[config.mk]
export PLATFORM = sky130hd
export DESIGN_NAME = univ_shift_reg_flat
export DESIGN_NICKNAME = d
export VERILOG_FILES = /design/src/rtl/univ_shift_reg_if.sv /design/src/rtl/univ_shift_reg.sv /design/src/flat_wrapper.sv
export SDC_FILE = /design/constraint.sdc
export NUM_CORES = 1
export LEC_CHECK = 0
export CORE_MARGIN = 2
export CORE_UTILIZATION = 44
export CTS_CLUSTER_SIZE = 20
export DETAILED_ROUTE_END_ITERATION = 6
export PLACE_DENSITY = 0.82
export SLEW_MARGIN = 30
export SYNTH_ARGS = -nofsm -noshare
export SYNTH_HDL_FRONTEND = slang
export SYNTH_SLANG_ARGS = --single-unit
[constraint.sdc]
create_clock -name i_clk -period 2.8 [get_ports i_clk]
set_input_delay 0.56 -clock i_clk [delete_from_list [all_inputs] [get_ports i_clk]]
set_output_delay 0.56 -clock i_clk [all_outputs]
set_load 0.03 [all_outputs]
[src/rtl/univ_shift_reg_if.sv]
// Bus bundle for univ_shift_reg: operation/serial/parallel inputs and registered outputs.
// The master side drives operations; the slave side is the register itself.
interface univ_shift_reg_if #(
  parameter int WIDTH = 8
);
  localparam int CNT_W = $clog2(WIDTH + 1);

  logic [2:0]       i_op;
  logic             i_sin_l;
  logic             i_sin_r;
  logic [WIDTH-1:0] i_data;
  logic [WIDTH-1:0] o_q;
  logic             o_sout;
  logic [CNT_W-1:0] o_cnt;
  logic             o_done;

  modport master (
    output i_op, i_sin_l, i_sin_r, i_data,
    input  o_q, o_sout, o_cnt, o_done
  );

  modport slave (
    input  i_op, i_sin_l, i_sin_r, i_data,
    output o_q, o_sout, o_cnt, o_done
  );
endinterface

[src/rtl/univ_shift_reg.sv]
// Universal shift register: load/clear/shift/arith-shift with serial-out, shift counter and done pulse.
// Define USR_ROTATE_EN to enable rotate ops 100/101; otherwise they act as hold.
module univ_shift_reg #(
  parameter int WIDTH = 8
) (
  input  logic            i_clk,
  input  logic            i_rst,
  univ_shift_reg_if.slave bus
);
  localparam int CNT_W = $clog2(WIDTH + 1);
  localparam logic [CNT_W-1:0] CNT_MAX = CNT_W'(WIDTH);

  typedef enum logic [2:0] {
    OP_HOLD  = 3'b000,
    OP_LOAD  = 3'b001,
    OP_SHL   = 3'b010,
    OP_SHR   = 3'b011,
    OP_ROL   = 3'b100,
    OP_ROR   = 3'b101,
    OP_ASR   = 3'b110,
    OP_CLEAR = 3'b111
  } op_e;

  op_e              op;
  logic [WIDTH-1:0] q_d,    q_q;
  logic             sout_d, sout_q;
  logic [CNT_W-1:0] cnt_d,  cnt_q;
  logic             done_d, done_q;
  logic             is_shift;

  assign op = op_e'(bus.i_op);

  always_comb begin
    // NOTE: every signal gets a default before the case so no path can leave one unassigned (no latches).
    q_d      = q_q;
    sout_d   = sout_q;
    cnt_d    = cnt_q;
    done_d   = 1'b0;
    is_shift = 1'b0;

    case (op)
      OP_HOLD: ;
      OP_LOAD: begin
        q_d   = bus.i_data;
        cnt_d = '0;
      end
      OP_CLEAR: begin
        q_d    = '0;
        cnt_d  = '0;
        sout_d = 1'b0;
      end
      OP_SHL: begin
        q_d      = {q_q[WIDTH-2:0], bus.i_sin_r};
        sout_d   = q_q[WIDTH-1];
        is_shift = 1'b1;
      end
      OP_SHR: begin
        q_d      = {bus.i_sin_l, q_q[WIDTH-1:1]};
        sout_d   = q_q[0];
        is_shift = 1'b1;
      end
`ifdef USR_ROTATE_EN
      OP_ROL: begin
        q_d      = {q_q[WIDTH-2:0], q_q[WIDTH-1]};
        sout_d   = q_q[WIDTH-1];
        is_shift = 1'b1;
      end
      OP_ROR: begin
        q_d      = {q_q[0], q_q[WIDTH-1:1]};
        sout_d   = q_q[0];
        is_shift = 1'b1;
      end
`else
      OP_ROL, OP_ROR: ;
`endif
      OP_ASR: begin
        q_d      = {q_q[WIDTH-1], q_q[WIDTH-1:1]};
        sout_d   = q_q[0];
        is_shift = 1'b1;
      end
      default: ;
    endcase

    // Saturating count; the pulse fires only on the W-1 -> W step, so shifts at saturation stay silent.
    if (is_shift && (cnt_q < CNT_MAX)) begin
      cnt_d  = cnt_q + 1'b1;
      done_d = (cnt_q == CNT_MAX - 1'b1);
    end
  end

  // NOTE: reset is synchronous here, so it sits inside the clocked block rather than in the sensitivity list.
  always_ff @(posedge i_clk) begin
    // NOTE: state is updated with non-blocking assignments so all flops see pre-edge values.
    if (i_rst) begin
      q_q    <= '0;
      sout_q <= 1'b0;
      cnt_q  <= '0;
      done_q <= 1'b0;
    end else begin
      q_q    <= q_d;
      sout_q <= sout_d;
      cnt_q  <= cnt_d;
      done_q <= done_d;
    end
  end

  assign bus.o_q    = q_q;
  assign bus.o_sout = sout_q;
  assign bus.o_cnt  = cnt_q;
  assign bus.o_done = done_q;
endmodule

[src/flat_wrapper.sv]
// flat-port wrapper written by rule: the top's interface ports become plain ports
module univ_shift_reg_flat 
#(
  parameter int WIDTH = 8
)
  (i_clk, i_rst, bus_i_op, bus_i_sin_l, bus_i_sin_r, bus_i_data, bus_o_q, bus_o_sout, bus_o_cnt, bus_o_done);
  univ_shift_reg_if #(.WIDTH(WIDTH)) bus_i ();
  input  logic i_clk;
  input  logic i_rst;
  input wire logic [$bits(bus_i.i_op)-1:0] bus_i_op;
  input wire logic [$bits(bus_i.i_sin_l)-1:0] bus_i_sin_l;
  input wire logic [$bits(bus_i.i_sin_r)-1:0] bus_i_sin_r;
  input wire logic [$bits(bus_i.i_data)-1:0] bus_i_data;
  output wire logic [$bits(bus_i.o_q)-1:0] bus_o_q;
  output wire logic [$bits(bus_i.o_sout)-1:0] bus_o_sout;
  output wire logic [$bits(bus_i.o_cnt)-1:0] bus_o_cnt;
  output wire logic [$bits(bus_i.o_done)-1:0] bus_o_done;
  assign bus_i.i_op = bus_i_op;
  assign bus_i.i_sin_l = bus_i_sin_l;
  assign bus_i.i_sin_r = bus_i_sin_r;
  assign bus_i.i_data = bus_i_data;
  assign bus_o_q = bus_i.o_q;
  assign bus_o_sout = bus_i.o_sout;
  assign bus_o_cnt = bus_i.o_cnt;
  assign bus_o_done = bus_i.o_done;
  univ_shift_reg #(.WIDTH(WIDTH)) u_core (.i_clk(i_clk), .i_rst(i_rst), .bus(bus_i));
endmodule
==> impl_metrics.ini <==
[status]
outcome = completed

[placement]
portBuffers = 28
placed_cells = 110
detailed_place_hpwl_um = 1220
place_congestion = 0.737

[sta]
max_freq_ghz = 0.516
worstMarginPinSlew_ns = 0.507
setup_tns_ns = 0
period_needed_ns = 1.94
slew_headroom_pct = 66.1
hold_viol = 0
setup_viol = 0
rsz0062_at_grt = false
timing.final.crit_share_pct = 69.2
slew_viol_final = 0
skew_ns = 0.00586

[floorplan]
die_y_um = 43.6
die_area_um2 = 1900
io_pins = 29
start_util_pct = 46.4
core-area_um2 = 1490
dieWidth_um = 43.6
placement_rows = 14

[logic_synthesis]
yosys_warnings = 0
postSynthRegisterBits = 14
synth-seq-area-share_pct = 40.6
synth.distinct_cells = 23
synth_area_per_cell_um2 = 9.87
syn-instance-count = 70
syn-num-nets = 86
syn_area_um2 = 691

[setup_path]
worstPathMaxFanout = 4
r2r_end = u_core.bus.o_cnt[2]
path_delay_family = buffers and inverters
slowest_delay_ns = 0.69
start_kind = flip-flop
setup.worst_path.class = reg -> out
worstPathArrival_ns = 1.38
crit_chain = clkdlybuf4s50_1
reg2reg_from = u_core.bus.o_cnt[0]
cp.required_ns = 2.24
setup.worst_path.end_class = primary output
rrSetupSlack_ns = 1.78
cp_slowest_cell = clkdlybuf4s50_1
worst-path-buf-inv = 1
reg2reg_depth = 4

[finish]
nets = 115
drive_gt1_share_pct = 8.25
num-fill-cells = 133
synthToLayoutAreaGrowth_pct = 44.6
fin_cells = 113
antenna_cells = 0

[power_and_ir_drop]
p_leak_nw = 0.354
ir_drop_mv = 0.379
power_uw = 428
p_per_area_nw_per_um2 = 429

[route]
dr.pass1.iters = 4
ant_nets = 0
wl_per_cell_um = 14.3
drt_iter0_markers = 8
vias = 647
drc_errors = 0
via_per_inst = 5.73
drt-total-wl_um = 1620

[global_routing]
grt_start_max_net_pins = 12
grt_pass1_vias = 636
antenna_found_initial = 0
grt_pass1_wl_um = 2760
grt_overflow = 0
grt_usage_pct = 19.3

[clock_network]
ctsHoldBuffers = 0
clk_latency_ns = 0.28
cts_tree = built
clockBufferDepth = 2
clock_tree.root_cell = clkbuf_4
cts_setup_buffers = 0
htree_levels = 1
cts.reportedPaths.clkPinSlew_ns = 0.08
cts_resized = 0
clock-sinks = 14
cts_made_buffers = 3

[run]
drv_cap = 0

[hold_path]
holdPathEnd = u_core.bus.o_cnt[1]
hold_depth = 2
hp-class = reg -> reg
min-delay-start = u_core.bus.o_cnt[1]
==> power by group <==
part	internal [mW]	leakage [nW]	switching [mW]	total, mW
Combinational	0.0504	0.226	0.0494	0.0998
Clock	0.0498	0.0138	0.0630	0.113
Sequential	0.207	0.114	0.00839	0.215
Total	0.307	0.354	0.121	0.428
==> per-layer routing <==
layer / global-route usage (%) / routed length (um)
met1: 24.1 / 702
met2: 34.4 / 801
met3: 2.50 / 97
met4: 5.45 / 19
met5: 0 / 0
==> through the flow <==
stage | utilization [%] | setup WS (ns) | hold slack [ns] | instance area [um^2]
after floorplan | - | 1.38 | 0.625 | 691
after global placement | 65.5 | 0.811 | 0.536 | 976
after detailed placement | 65.5 | 0.777 | 0.551 | 976
after CTS | 67.1 | 0.853 | 0.567 | 998
after global routing | 67.1 | 0.808 | 0.593 | 998
final | 67.1 | 0.862 | 0.561 | 998
==> kinds of logic after synthesis <==
family	synth area share, %
mux	13.0
simple gates	10.9
flops	40.6
fa+ha+maj	1.81
xor+xnor	6.16
buf+inv	3.26
compound gates	24.3
==> worst register-to-register path, delay by kind of cell, from the launching register on <==
kind | cells | cell delay (ns)
adders and majority gates | 1 | 0.19
and+or+nand+nor | 2 | 0.15
xor gates and xnor gates | 1 | 0.17
DFF | 1 | 0.40
==> worst max-delay path by stage <==
stage,from,endpoint,slack [ns],cells past startpoint
after floorplan,bus_i_op[2],u_core.bus.o_q[0],1.38,5
after global placement,bus_i_op[0],u_core.bus.o_q[1],0.81,5
after detailed placement,bus_i_op[2],u_core.bus.o_sout,0.78,4
after CTS,u_core.bus.o_q[0],bus_o_q[0],0.85,1
after global routing,u_core.bus.o_q[0],bus_o_q[0],0.81,1
final,u_core.bus.o_q[7],bus_o_q[7],0.86,1
==> flip-flops by register name, indices dropped and copies added, names as in the netlist <==
signal and cells:
u_core.bus.o_q 8, u_core.bus.o_cnt 4, u_core.bus.o_done 1, u_core.bus.o_sout 1
==> final cells by class <==
cell class	instances	area (um^2)	share of cell area [%]
Clock buffer	3	22.5	2.26
Timing Repair Buffer	29	288	28.8
Multi-Input combinational cell	51	388	38.8
Tap cell	16	20.0	2.01
Sequential cell	14	280	28.1
==> placed cells by master, fill, tap and decap left out, types with 2 or more instances in the layout <==
master,count
clkdlybuf4s50_1,28
dfxtp_1,14
mux2i_1,9
nor2_1,7
a22oi_1,7
o22ai_1,7
a21oi_1,3
clkbuf_4,3
nand2b_1,2
xnor2_1,2
nor2b_1,2
==> cell usage after synthesis (all sizes together) <==
cell type,instances,share of area (%)
o22ai,7,6.3
a21o,1,1.1
nand3b,1,1.1
a41oi,1,1.3
nand2b,2,1.8
a21oi,3,2.2
ha,1,1.8
nor2b,2,1.8
or2,1,0.91
xnor2,2,2.5
a21boi,1,1.1
a22oi,8,9.4
a211oi,1,1.8
mux2i,9,13
clkbuf,2,1.1
xor2,2,3.6
o21a,1,1.1
and4b,1,1.4
dfxtp,14,41
buf,3,2.2
nor2,7,3.8
Note: power is estimated with default switching activity, not from simulation.
